===== src/rtl/ysyx_23060184_pkg.sv =====
// Shared definitions for the ysyx_23060184 LSU.
// Contents:
//   lsu_state_e   - LSU FSM state encoding
//   MemOp*        - funct3 width/sign codes for loads and stores
//   AxiRespOkay   - AXI OKAY response code
//   is_misaligned - misalignment check, only referenced when YSYX_LSU_MISALIGN_EN is defined
package ysyx_23060184_pkg;

    typedef enum logic [2:0] {
        StIdle,
        StRaddr,
        StRdata,
        StWrite,
        StWresp,
        StDone
    } lsu_state_e;

    localparam logic [2:0] MemOpLb  = 3'b000;
    localparam logic [2:0] MemOpLh  = 3'b001;
    localparam logic [2:0] MemOpLw  = 3'b010;
    localparam logic [2:0] MemOpLbu = 3'b100;
    localparam logic [2:0] MemOpLhu = 3'b101;
    localparam logic [2:0] MemOpSb  = 3'b000;
    localparam logic [2:0] MemOpSh  = 3'b001;
    localparam logic [2:0] MemOpSw  = 3'b010;

    localparam logic [1:0] AxiRespOkay = 2'b00;

    // Halfwords need addr[0]=0, words need addr[1:0]=0; byte ops never fault.
    function automatic logic is_misaligned(input logic [2:0] op, input logic [1:0] addr_lo,
                                           input logic is_store);
        logic mis;
        mis = 1'b0;
        if (is_store) begin
            if (op == MemOpSh) mis = addr_lo[0];
            else if (op == MemOpSw) mis = |addr_lo;
        end else begin
            if (op == MemOpLh || op == MemOpLhu) mis = addr_lo[0];
            else if (op == MemOpLw) mis = |addr_lo;
        end
        return mis;
    endfunction

endpackage


===== src/rtl/ysyx_23060184_lsu_align.sv =====
// Combinational lane steering for the LSU.
// Ports:
//   addr_lo   in  2   low address bits of the access
//   mem_op    in  3   funct3 width/sign code
//   load_raw  in  32  raw read data word from the bus
//   store_raw in  32  store data (rs2)
//   load_data out 32  selected and extended load result
//   wstrb     out 4   write byte strobes
//   wdata     out 32  store data replicated onto all lanes
// Misaligned halves/words are steered by the truncated lane (addr[0] / addr[1:0] ignored).
module ysyx_23060184_lsu_align
    import ysyx_23060184_pkg::*;
(
    input  logic [1:0]  addr_lo,
    input  logic [2:0]  mem_op,
    input  logic [31:0] load_raw,
    input  logic [31:0] store_raw,
    output logic [31:0] load_data,
    output logic [3:0]  wstrb,
    output logic [31:0] wdata
);

    logic [7:0]  byte_sel;
    logic [15:0] half_sel;

    always_comb begin
        byte_sel = 8'h00;
        unique case (addr_lo)
            2'b00: byte_sel = load_raw[7:0];
            2'b01: byte_sel = load_raw[15:8];
            2'b10: byte_sel = load_raw[23:16];
            2'b11: byte_sel = load_raw[31:24];
            default: byte_sel = 8'h00;
        endcase
        half_sel = addr_lo[1] ? load_raw[31:16] : load_raw[15:0];

        load_data = load_raw;
        case (mem_op)
            MemOpLb:  load_data = {{24{byte_sel[7]}}, byte_sel};
            MemOpLh:  load_data = {{16{half_sel[15]}}, half_sel};
            MemOpLbu: load_data = {24'h0, byte_sel};
            MemOpLhu: load_data = {16'h0, half_sel};
            default:  load_data = load_raw;
        endcase
    end

    always_comb begin
        wstrb = 4'b1111;
        wdata = store_raw;
        case (mem_op)
            MemOpSb: begin
                wstrb = 4'b0001 << addr_lo;
                wdata = {4{store_raw[7:0]}};
            end
            MemOpSh: begin
                wstrb = addr_lo[1] ? 4'b1100 : 4'b0011;
                wdata = {2{store_raw[15:0]}};
            end
            default: begin
                wstrb = 4'b1111;
                wdata = store_raw;
            end
        endcase
    end

endmodule


===== src/rtl/ysyx_23060184_lsu.sv =====
// Memory-access stage: takes the execute result over Evalid/Mready, performs a load or store
// on a simplified AXI4-Lite master port, and hands the result to write-back over Mvalid/Wready.
// Ports:
//   clk, rstn                 clock, asynchronous active-low reset
//   Evalid/Mready             upstream handshake; ALUResult, WriteData, MemRead, MemWrite, MemOp
//   Mvalid/Wready             downstream handshake; MemResult, MemErr
//   araddr/arvalid/arready    read address channel
//   rdata/rresp/rvalid/rready read data channel
//   awaddr/awvalid/awready    write address channel
//   wdata/wstrb/wvalid/wready write data channel
//   bresp/bvalid/bready       write response channel
// Optional: define YSYX_LSU_MISALIGN_EN to fault misaligned accesses without touching the bus.
module ysyx_23060184_lsu
    import ysyx_23060184_pkg::*;
#(
    parameter int unsigned DATA_WIDTH = 32
) (
    input  logic                  clk,
    input  logic                  rstn,
    input  logic                  Evalid,
    output logic                  Mready,
    input  logic [DATA_WIDTH-1:0] ALUResult,
    input  logic [DATA_WIDTH-1:0] WriteData,
    input  logic                  MemRead,
    input  logic                  MemWrite,
    input  logic [2:0]            MemOp,
    output logic                  Mvalid,
    input  logic                  Wready,
    output logic [DATA_WIDTH-1:0] MemResult,
    output logic                  MemErr,
    output logic [DATA_WIDTH-1:0] araddr,
    output logic                  arvalid,
    input  logic                  arready,
    input  logic [DATA_WIDTH-1:0] rdata,
    input  logic [1:0]            rresp,
    input  logic                  rvalid,
    output logic                  rready,
    output logic [DATA_WIDTH-1:0] awaddr,
    output logic                  awvalid,
    input  logic                  awready,
    output logic [DATA_WIDTH-1:0] wdata,
    output logic [3:0]            wstrb,
    output logic                  wvalid,
    input  logic                  wready,
    input  logic [1:0]            bresp,
    input  logic                  bvalid,
    output logic                  bready
);

    lsu_state_e            state;
    logic [DATA_WIDTH-1:0] addr;
    logic [DATA_WIDTH-1:0] store_data;
    logic [2:0]            op;
    logic                  aw_done;
    logic                  w_done;
    logic [DATA_WIDTH-1:0] load_data;
    logic                  aw_hs;
    logic                  w_hs;

    ysyx_23060184_lsu_align u_align (
        .addr_lo   (addr[1:0]),
        .mem_op    (op),
        .load_raw  (rdata),
        .store_raw (store_data),
        .load_data (load_data),
        .wstrb     (wstrb),
        .wdata     (wdata)
    );

    // Latched address is the only source, so both address channels are stable while valid.
    assign araddr = addr;
    assign awaddr = addr;

    assign aw_hs = awvalid && awready;
    assign w_hs  = wvalid && wready;

    always_ff @(posedge clk or negedge rstn) begin
        if (!rstn) begin
            state      <= StIdle;
            addr       <= '0;
            store_data <= '0;
            op         <= MemOpLb;
            aw_done    <= 1'b0;
            w_done     <= 1'b0;
            Mready     <= 1'b1;
            Mvalid     <= 1'b0;
            MemResult  <= '0;
            MemErr     <= 1'b0;
            arvalid    <= 1'b0;
            rready     <= 1'b0;
            awvalid    <= 1'b0;
            wvalid     <= 1'b0;
            bready     <= 1'b0;
        end else begin
            unique case (state)
                StIdle: begin
                    if (Evalid && Mready) begin
                        addr       <= ALUResult;
                        store_data <= WriteData;
                        op         <= MemOp;
                        MemErr     <= 1'b0;
                        Mready     <= 1'b0;
`ifdef YSYX_LSU_MISALIGN_EN
                        if ((MemRead || MemWrite) &&
                            is_misaligned(MemOp, ALUResult[1:0], !MemRead)) begin
                            state     <= StDone;
                            Mvalid    <= 1'b1;
                            MemErr    <= 1'b1;
                            MemResult <= MemRead ? '0 : ALUResult;
                        end else
`endif
                        if (MemRead) begin
                            // Load wins when MemRead and MemWrite are both set.
                            state   <= StRaddr;
                            arvalid <= 1'b1;
                        end else if (MemWrite) begin
                            state   <= StWrite;
                            awvalid <= 1'b1;
                            wvalid  <= 1'b1;
                            aw_done <= 1'b0;
                            w_done  <= 1'b0;
                        end else begin
                            state     <= StDone;
                            Mvalid    <= 1'b1;
                            MemResult <= ALUResult;
                        end
                    end
                end
                StRaddr: begin
                    if (arready) begin
                        arvalid <= 1'b0;
                        rready  <= 1'b1;
                        state   <= StRdata;
                    end
                end
                StRdata: begin
                    if (rvalid) begin
                        rready    <= 1'b0;
                        MemResult <= load_data;
                        MemErr    <= (rresp != AxiRespOkay);
                        Mvalid    <= 1'b1;
                        state     <= StDone;
                    end
                end
                StWrite: begin
                    if (aw_hs) begin
                        awvalid <= 1'b0;
                        aw_done <= 1'b1;
                    end
                    if (w_hs) begin
                        wvalid <= 1'b0;
                        w_done <= 1'b1;
                    end
                    if ((aw_done || aw_hs) && (w_done || w_hs)) begin
                        bready <= 1'b1;
                        state  <= StWresp;
                    end
                end
                StWresp: begin
                    if (bvalid) begin
                        bready    <= 1'b0;
                        MemErr    <= (bresp != AxiRespOkay);
                        MemResult <= addr;
                        Mvalid    <= 1'b1;
                        state     <= StDone;
                    end
                end
                StDone: begin
                    if (Wready) begin
                        Mvalid <= 1'b0;
                        Mready <= 1'b1;
                        state  <= StIdle;
                    end
                end
                default: state <= StIdle;
            endcase
        end
    end

endmodule


===== config.mk =====
export PLATFORM = sky130hd
export DESIGN_NAME = ysyx_23060184_lsu
export DESIGN_NICKNAME = d
export VERILOG_FILES = /design/src/rtl/ysyx_23060184_pkg.sv /design/src/rtl/ysyx_23060184_lsu_align.sv /design/src/rtl/ysyx_23060184_lsu.sv
export SDC_FILE = /design/constraint.sdc
export NUM_CORES = 1
export LEC_CHECK = 0
export CORE_ASPECT_RATIO = 1.25
export CORE_MARGIN = 2
export CORE_UTILIZATION = 45
export DETAILED_ROUTE_END_ITERATION = 12
export GPL_ROUTABILITY_DRIVEN = 0
export HOLD_SLACK_MARGIN = 0.05
export PLACE_DENSITY = 0.9
export SYNTH_ARGS = -nofsm -noshare
export SYNTH_HDL_FRONTEND = slang
export SYNTH_HIERARCHICAL = 1
export SYNTH_SLANG_ARGS = --single-unit
export TNS_END_PERCENT = 30

===== constraint.sdc =====
create_clock -name clk -period 2.1 [get_ports clk]
set_input_delay 0.525 -clock clk [delete_from_list [all_inputs] [get_ports clk]]
set_output_delay 0.525 -clock clk [all_outputs]
set_load 0.005 [all_outputs]

After elaboration in Yosys (flattened, before gate mapping) --
Index checks and enable logic that the tools add are counted.
Word-level totals: bits in registers 112, latch bits 0, memory bits (writable) 0, bits in read-only memories 0, output and inout bits 140, memories 0
Operators by class: add/subtract/negate cells 0, multiply operators 0, divide/modulo/power cells 0, order comparisons 0, equality and inequality tests 23, shift operators 1, muxes and demuxes 58, bitwise operators 0, reduce and logical (&&, ||, !) cells 29
Operators by type and width (count):
- 2-to-1 mux 32 bit | 5
- one-hot mux 32 bit (4 select lines) | 1
- one-hot mux 32 bit (3 select lines) | 1
- one-hot mux 32 bit (2 select lines) | 1
- one-hot mux 8 bit (4 select lines) | 1
- 2-to-1 mux 1 bit | 27
- 2-to-1 mux 3 bit | 8
- != test 2 bit (second input constant) | 12
- one-hot mux 3 bit (6 select lines) | 1
- 2-to-1 mux 16 bit | 1
- one-hot mux 1 bit (2 select lines) | 8
- nonzero test 2 bit | 7
- equality test 3 bit (second input constant) | 4
- AND reduction 6 bit | 2
- AND reduction 5 bit | 2
- AND reduction 3 bit | 3
- one-hot mux 4 bit (2 select lines) | 1
- AND reduction 4 bit | 2
- AND reduction 7 bit | 1
- equality test 3 x 1 -> 1 bit (second input constant) | 2
- equality test 3 x 2 -> 1 bit (second input constant) | 2
- logical NOT 3 bit | 2
- equality test 2 bit (second input constant) | 2
- logical AND 1 bit | 4
- 10 further kinds | 11

Depth between registers and ports, before layout --
depth after elaboration 5, depth in mapped cells 9, mapped depth without buffers 7

By module --
Netlist, hierarchy kept.
By module, submodules not included:
- ysyx_23060184_lsu | times used 1, cells each 400, area an instance 5464.0 um^2
- ysyx_23060184_lsu_align | times used 1, cells each 184, area an instance 1198.6 um^2

Worst setup path before layout --
Ideal clock, no wire load.
path type flip-flop to flip-flop, start register addr[0] (netlist: araddr[0]), end register MemResult[15], arrival 1782 ps, data required time 1975 ps, slack 193 ps, stages on the path, launching flop included 10, cell sequence dfrtp_1 -> buf_6 -> nor3_1 -> nor3_1 -> o211ai_2 -> buf_6 -> nand2_2 -> a22oi_1 -> o2bb2ai_1 -> mux2_4
Between the ends: cells in the longest elaborated chain, start to end 5
Ends and longest elaborated chain:
- from (decl) | RTL line ysyx_23060184_lsu.sv:51 | logic [DATA_WIDTH-1:0] addr;
- from (signal assigned) | RTL line ysyx_23060184_lsu.sv:98 | addr <= ALUResult;
- equality test 2 bit (tied with other cells) | RTL line ysyx_23060184_lsu_align.sv:28 | unique case (addr_lo)
- one-hot mux 8 bit (4 select lines) * | RTL line ysyx_23060184_lsu_align.sv:28
- one-hot mux 32 bit (4 select lines) * | RTL line ysyx_23060184_lsu_align.sv:38 | case (mem_op)
- named net load_data[15] | RTL line ysyx_23060184_lsu.sv:56 | logic [DATA_WIDTH-1:0] load_data;
- 2-to-1 mux 32 bit * | RTL line ysyx_23060184_lsu.sv:137 | if (rvalid) begin
- one-hot mux 32 bit (3 select lines) * | RTL line ysyx_23060184_lsu.sv:95 | unique case (state)
- to (signal assigned) | RTL line ysyx_23060184_lsu.sv:125 | MemResult <= ALUResult;
- to (signal assigned) | RTL line ysyx_23060184_lsu.sv:139 | MemResult <= load_data;
- to (signal assigned) | RTL line ysyx_23060184_lsu.sv:163 | MemResult <= addr;
- to (decl) | RTL line ysyx_23060184_lsu.sv:29 | output logic [DATA_WIDTH-1:0] MemResult,
Mark *: on every way through the listed nets, which the timed path passes. The rest lies on a longest branch. The select of a mux whose other input is x is not followed. A chain may end at the register's enable or synchronous reset.

Final worst setup path --
start register op[2], end output wdata[15]
Between the ends: cells in the longest elaborated chain, start to end 2
Ends and longest elaborated chain:
- from (decl) | RTL line ysyx_23060184_lsu.sv:53 | logic [2:0] op;
- from (signal assigned) | RTL line ysyx_23060184_lsu.sv:82 | op <= MemOpLb;
- from (signal assigned) | RTL line ysyx_23060184_lsu.sv:100 | op <= MemOp;
- equality test 3 x 1 -> 1 bit / logical NOT 3 bit (equally long branches) | RTL line ysyx_23060184_lsu_align.sv:50 | case (mem_op)
- one-hot mux 32 bit (2 select lines) * | RTL line ysyx_23060184_lsu_align.sv:50
- to (decl) | RTL line ysyx_23060184_lsu.sv:41 | output logic [DATA_WIDTH-1:0] wdata,
Mark *: on every way between the ends. The rest lies on a longest branch, timed or not.

==> flow_summary.rst <==
.. list-table::
   :header-rows: 1

   * - Metric
     - Value
   * - Die Width
     - 113 um
   * - Critical path's slowest cell
     - sky130_fd_sc_hd__dfrtp_2
   * - Crit Path Category
     - register to output pin
   * - Fraction of the yosys area taken by sequential cells
     - 42.1%
   * - Overflow left after global routing
     - 0
   * - Depth of the critical timing path with buffers and inverters included
     - 6
   * - Leakage component of the power
     - 4.29 nW
   * - Synth cell types
     - 54
   * - Antenna violations before repair
     - 1
   * - Post-route core utilization
     - 69.0%
   * - Share of flip-flops with an asynchronous set or reset
     - 100%
   * - Worst vdd rail ir drop
     - 965 uV
   * - Failing checks
     - negative setup slack
   * - Clock root cell
     - sky130_fd_sc_hd__clkbuf_16
   * - Detailed Routing Iterations Pass 1
     - 5
   * - Layout cell share with drive strength beyond 1
     - 33.5%
   * - Outcome
     - finished with violations
   * - Length in cells of the worst reg-to-reg path
     - 9
   * - Clock latency on the worst-skew pair
     - 360 ps
   * - Worst path top cell family by delay
     - buffers and inverters
   * - Deepest level of the CTS H-tree
     - 3
   * - Mean instance size in the synthesized netlist
     - 11.4 sq um
   * - Worst reg2reg startpoint
     - op[0]
   * - Power after layout
     - 16.5 mW
   * - Max transition margin
     - 34.9%
   * - Final hold vios
     - 0
   * - Max Cap Violations
     - 0
   * - Half-perimeter wire length of the detailed placement result
     - 16.0 mm
   * - WP buf/inv
     - 4
   * - Area share of the leading cell type in the synthesized netlist
     - 41.7%
   * - First-iteration detailed-routing DRC count
     - 411
   * - Top-level port count
     - 254
   * - Total of buffers placed on input and output ports
     - 253
   * - Warning count from the yosys run
     - 6
   * - Unrepaired setup endpoints after global routing
     - yes
   * - Largest cells by area after synthesis
     - sky130_fd_sc_hd__dfrtp_1 42%, sky130_fd_sc_hd__mux2_2 16%, sky130_fd_sc_hd__mux2_4 6.8%, sky130_fd_sc_hd__buf_4 5.6%, sky130_fd_sc_hd__o2bb2ai_1 4.2%
   * - Endpoint class of the critical path
     - output pin
   * - Register-to-register setup slack
     - 20 ps
   * - TritonCTS clock tree
     - done
   * - Number of nets produced by synthesis
     - 698
   * - Least-Margin Pin Slew
     - 974 ps
   * - Detail Route Antenna Nets
     - 0
   * - Cell-by-cell trace of the critical path
     - buf_6, nor3_4, buf_6, buf_6, mux2_4, buf_6
   * - Class of the most critical hold timing path
     - primary input to asynchronous set/reset pin
   * - Clock period minus final worst setup slack
     - 2340 ps
   * - Number of hold buffers added after CTS
     - 0
   * - Power Density
     - 1660 nW/um^2
   * - Nature of the critical path startpoint
     - register
   * - Maximum root-to-sink buffer count
     - 2
   * - Total Negative Setup Slacks
     - -2870 ps
   * - Area of the die
     - 15800 sq um
   * - Post-synth EDFFs
     - 0
   * - Standard-cell row count
     - 49
   * - Synthesized flop and latch total
     - 112
   * - Largest net degree at the start of global routing
     - 45
   * - Final net count
     - 954
   * - Tot GR Track Use
     - 27.6%
   * - Via count
     - 5756
   * - Total clock sinks
     - 112
   * - Number of setup violations in the final report
     - 20
   * - Core footprint
     - 14400 sq um
   * - Top cell type by total area after synthesis
     - sky130_fd_sc_hd__dfrtp_1
   * - Fmax
     - 427 MHz
   * - Vias per std cell
     - 5.62
   * - Highest net fanout along the worst path
     - 4
   * - Commonest cells after routing, fill and taps aside
     - 222 x sky130_fd_sc_hd__clkdlybuf4s50_1, 107 x sky130_fd_sc_hd__dfrtp_1, 77 x sky130_fd_sc_hd__mux2_2, 51 x sky130_fd_sc_hd__buf_4, 50 x sky130_fd_sc_hd__nand2_1
   * - Most instantiated flip-flop cell in the synthesis netlist
     - sky130_fd_sc_hd__dfrtp_1
   * - Endpoint of the most critical register-to-register path
     - MemResult[7]
   * - Final period utilization
     - 112%
   * - First-pass GRT wire length
     - 34.0 mm
   * - Worst path arrival time
     - 1820 ps
   * - Post-synthesis cell count
     - 584
   * - Number of CTS-inserted buffers
     - 9
   * - Max-slew violation total from the final report
     - 0
   * - Clock Pin Slew Worst Setup and Hold Paths
     - 80 ps
   * - Netlist Area Pre-Place
     - 6660 sq um
   * - Worst-case setup margin in the final layout
     - -244 ps
   * - Max incr delay on CP
     - 440 ps
   * - Post-detailed-route wirelength per cell
     - 21.5 um
   * - P&R area growth vs syn
     - 49.2%
   * - Remaining routing DRC violations
     - 0
   * - Final worst clock skew
     - 13.2 ps
   * - Overall die height
     - 140 um
   * - Cell type with the highest occurrence count on the critical path
     - sky130_fd_sc_hd__buf_6
   * - Via count of the first global-routing pass
     - 6177
   * - Data required, critical path
     - 1570 ps
   * - Starting density of the core
     - 46.2%
   * - Most common cell after layout, fill and taps aside
     - sky130_fd_sc_hd__clkdlybuf4s50_1
   * - Final WL
     - 22.0 mm
[cell usage after synthesis, drive strengths merged (2+ instances only)]
| library cell | instances |
|---|---|
| o21bai | 2 |
| nand2 | 60 |
| nand2b | 7 |
| and2b | 2 |
| inv | 5 |
| a21oi | 29 |
| nand4 | 2 |
| nor2b | 7 |
| dfrtp | 111 |
| o2111ai | 2 |
| mux2 | 123 |
| clkbuf | 3 |
| buf | 80 |
| o2bb2ai | 32 |
| nor3 | 7 |
| or3 | 2 |
| a22oi | 37 |
| a31oi | 2 |
| o21ai | 15 |
| mux2i | 12 |
| nand3 | 3 |
| o211ai | 3 |
| nor2 | 22 |
[worst max-delay path by stage]
stage	startpoint	endpoint	slack, ps
2_1_floorplan	araddr[0]	MemResult[15]	190
3_3_place_gp	rdata[31]	MemResult[8]	-290
3_5_place_dp	rdata[23]	MemResult[13]	-370
4_1_cts	op[2]	wdata[11]	-230
5_1_grt	op[2]	wdata[15]	-310
6_report	op[2]	wdata[15]	-240
[report_power, final]
part           total (mW)  switching, mW  internal [mW]
combinational        10.4           4.13           6.27
sequential           4.27          0.998           3.27
clock                1.85          0.850           1.00
total                16.5           5.98           10.5
[repair_timing]
item                                    CTS  global route
hold endpoints to repair                  0             0
resized for setup                       147            29
buffers inserted                         15             5
endpoints found under the setup margin   30            45
cloned                                    2             0
pin swaps                                 2             5
[flip-flops by register name, summed over array words and instances (netlist names), 3 cells and up]
name / flops
MemResult: 32
araddr: 32
store_data: 32
op: 3
state: 3
[cell families (layout without fill, tap and decap cells)]
kind of cell	after synthesis	in the layout	share of synthesized area (%)
muxes	135	135	24.3
AOI/OAI and AO/OA	132	132	15.0
and+or+nand+nor	117	117	8.88
buffers and inverters	88	349	9.77
other	0	1	0
DFF	112	112	42.1
[per-layer routing]
layer  wire length, um  track usage [%]  vias to the layer above
met3              1780             7.31                       43
met4               715             10.6                        0
met2             11400             49.1                      282
met5                 0                0                        -
li1                  -                -                     2599
met1              8040             31.5                     2832
[area by class of cell]
class | instances | area, sq um
antenna | 1 | 2.50
clock buffer | 11 | 253
clock inverter | 5 | 61.3
fill | 1026 | 4470
inverter | 5 | 18.8
multi-input combinational | 384 | 3310
sequential | 112 | 2810
tap | 178 | 223
timing repair buffer | 328 | 3260
[metrics by stage]
stage	hold WS (ps)	std cells	instance area, sq um	setup slack (ps)
after CTS	97.3	1021	9880	-229
after global placement	465	989	9330	-292
after detailed placement	491	989	9330	-366
after floorplan	229	584	6660	193
final	93.1	1024	9940	-244
after global routing	114	1024	9940	-307
Note: power is estimated with default switching activity, not from simulation.
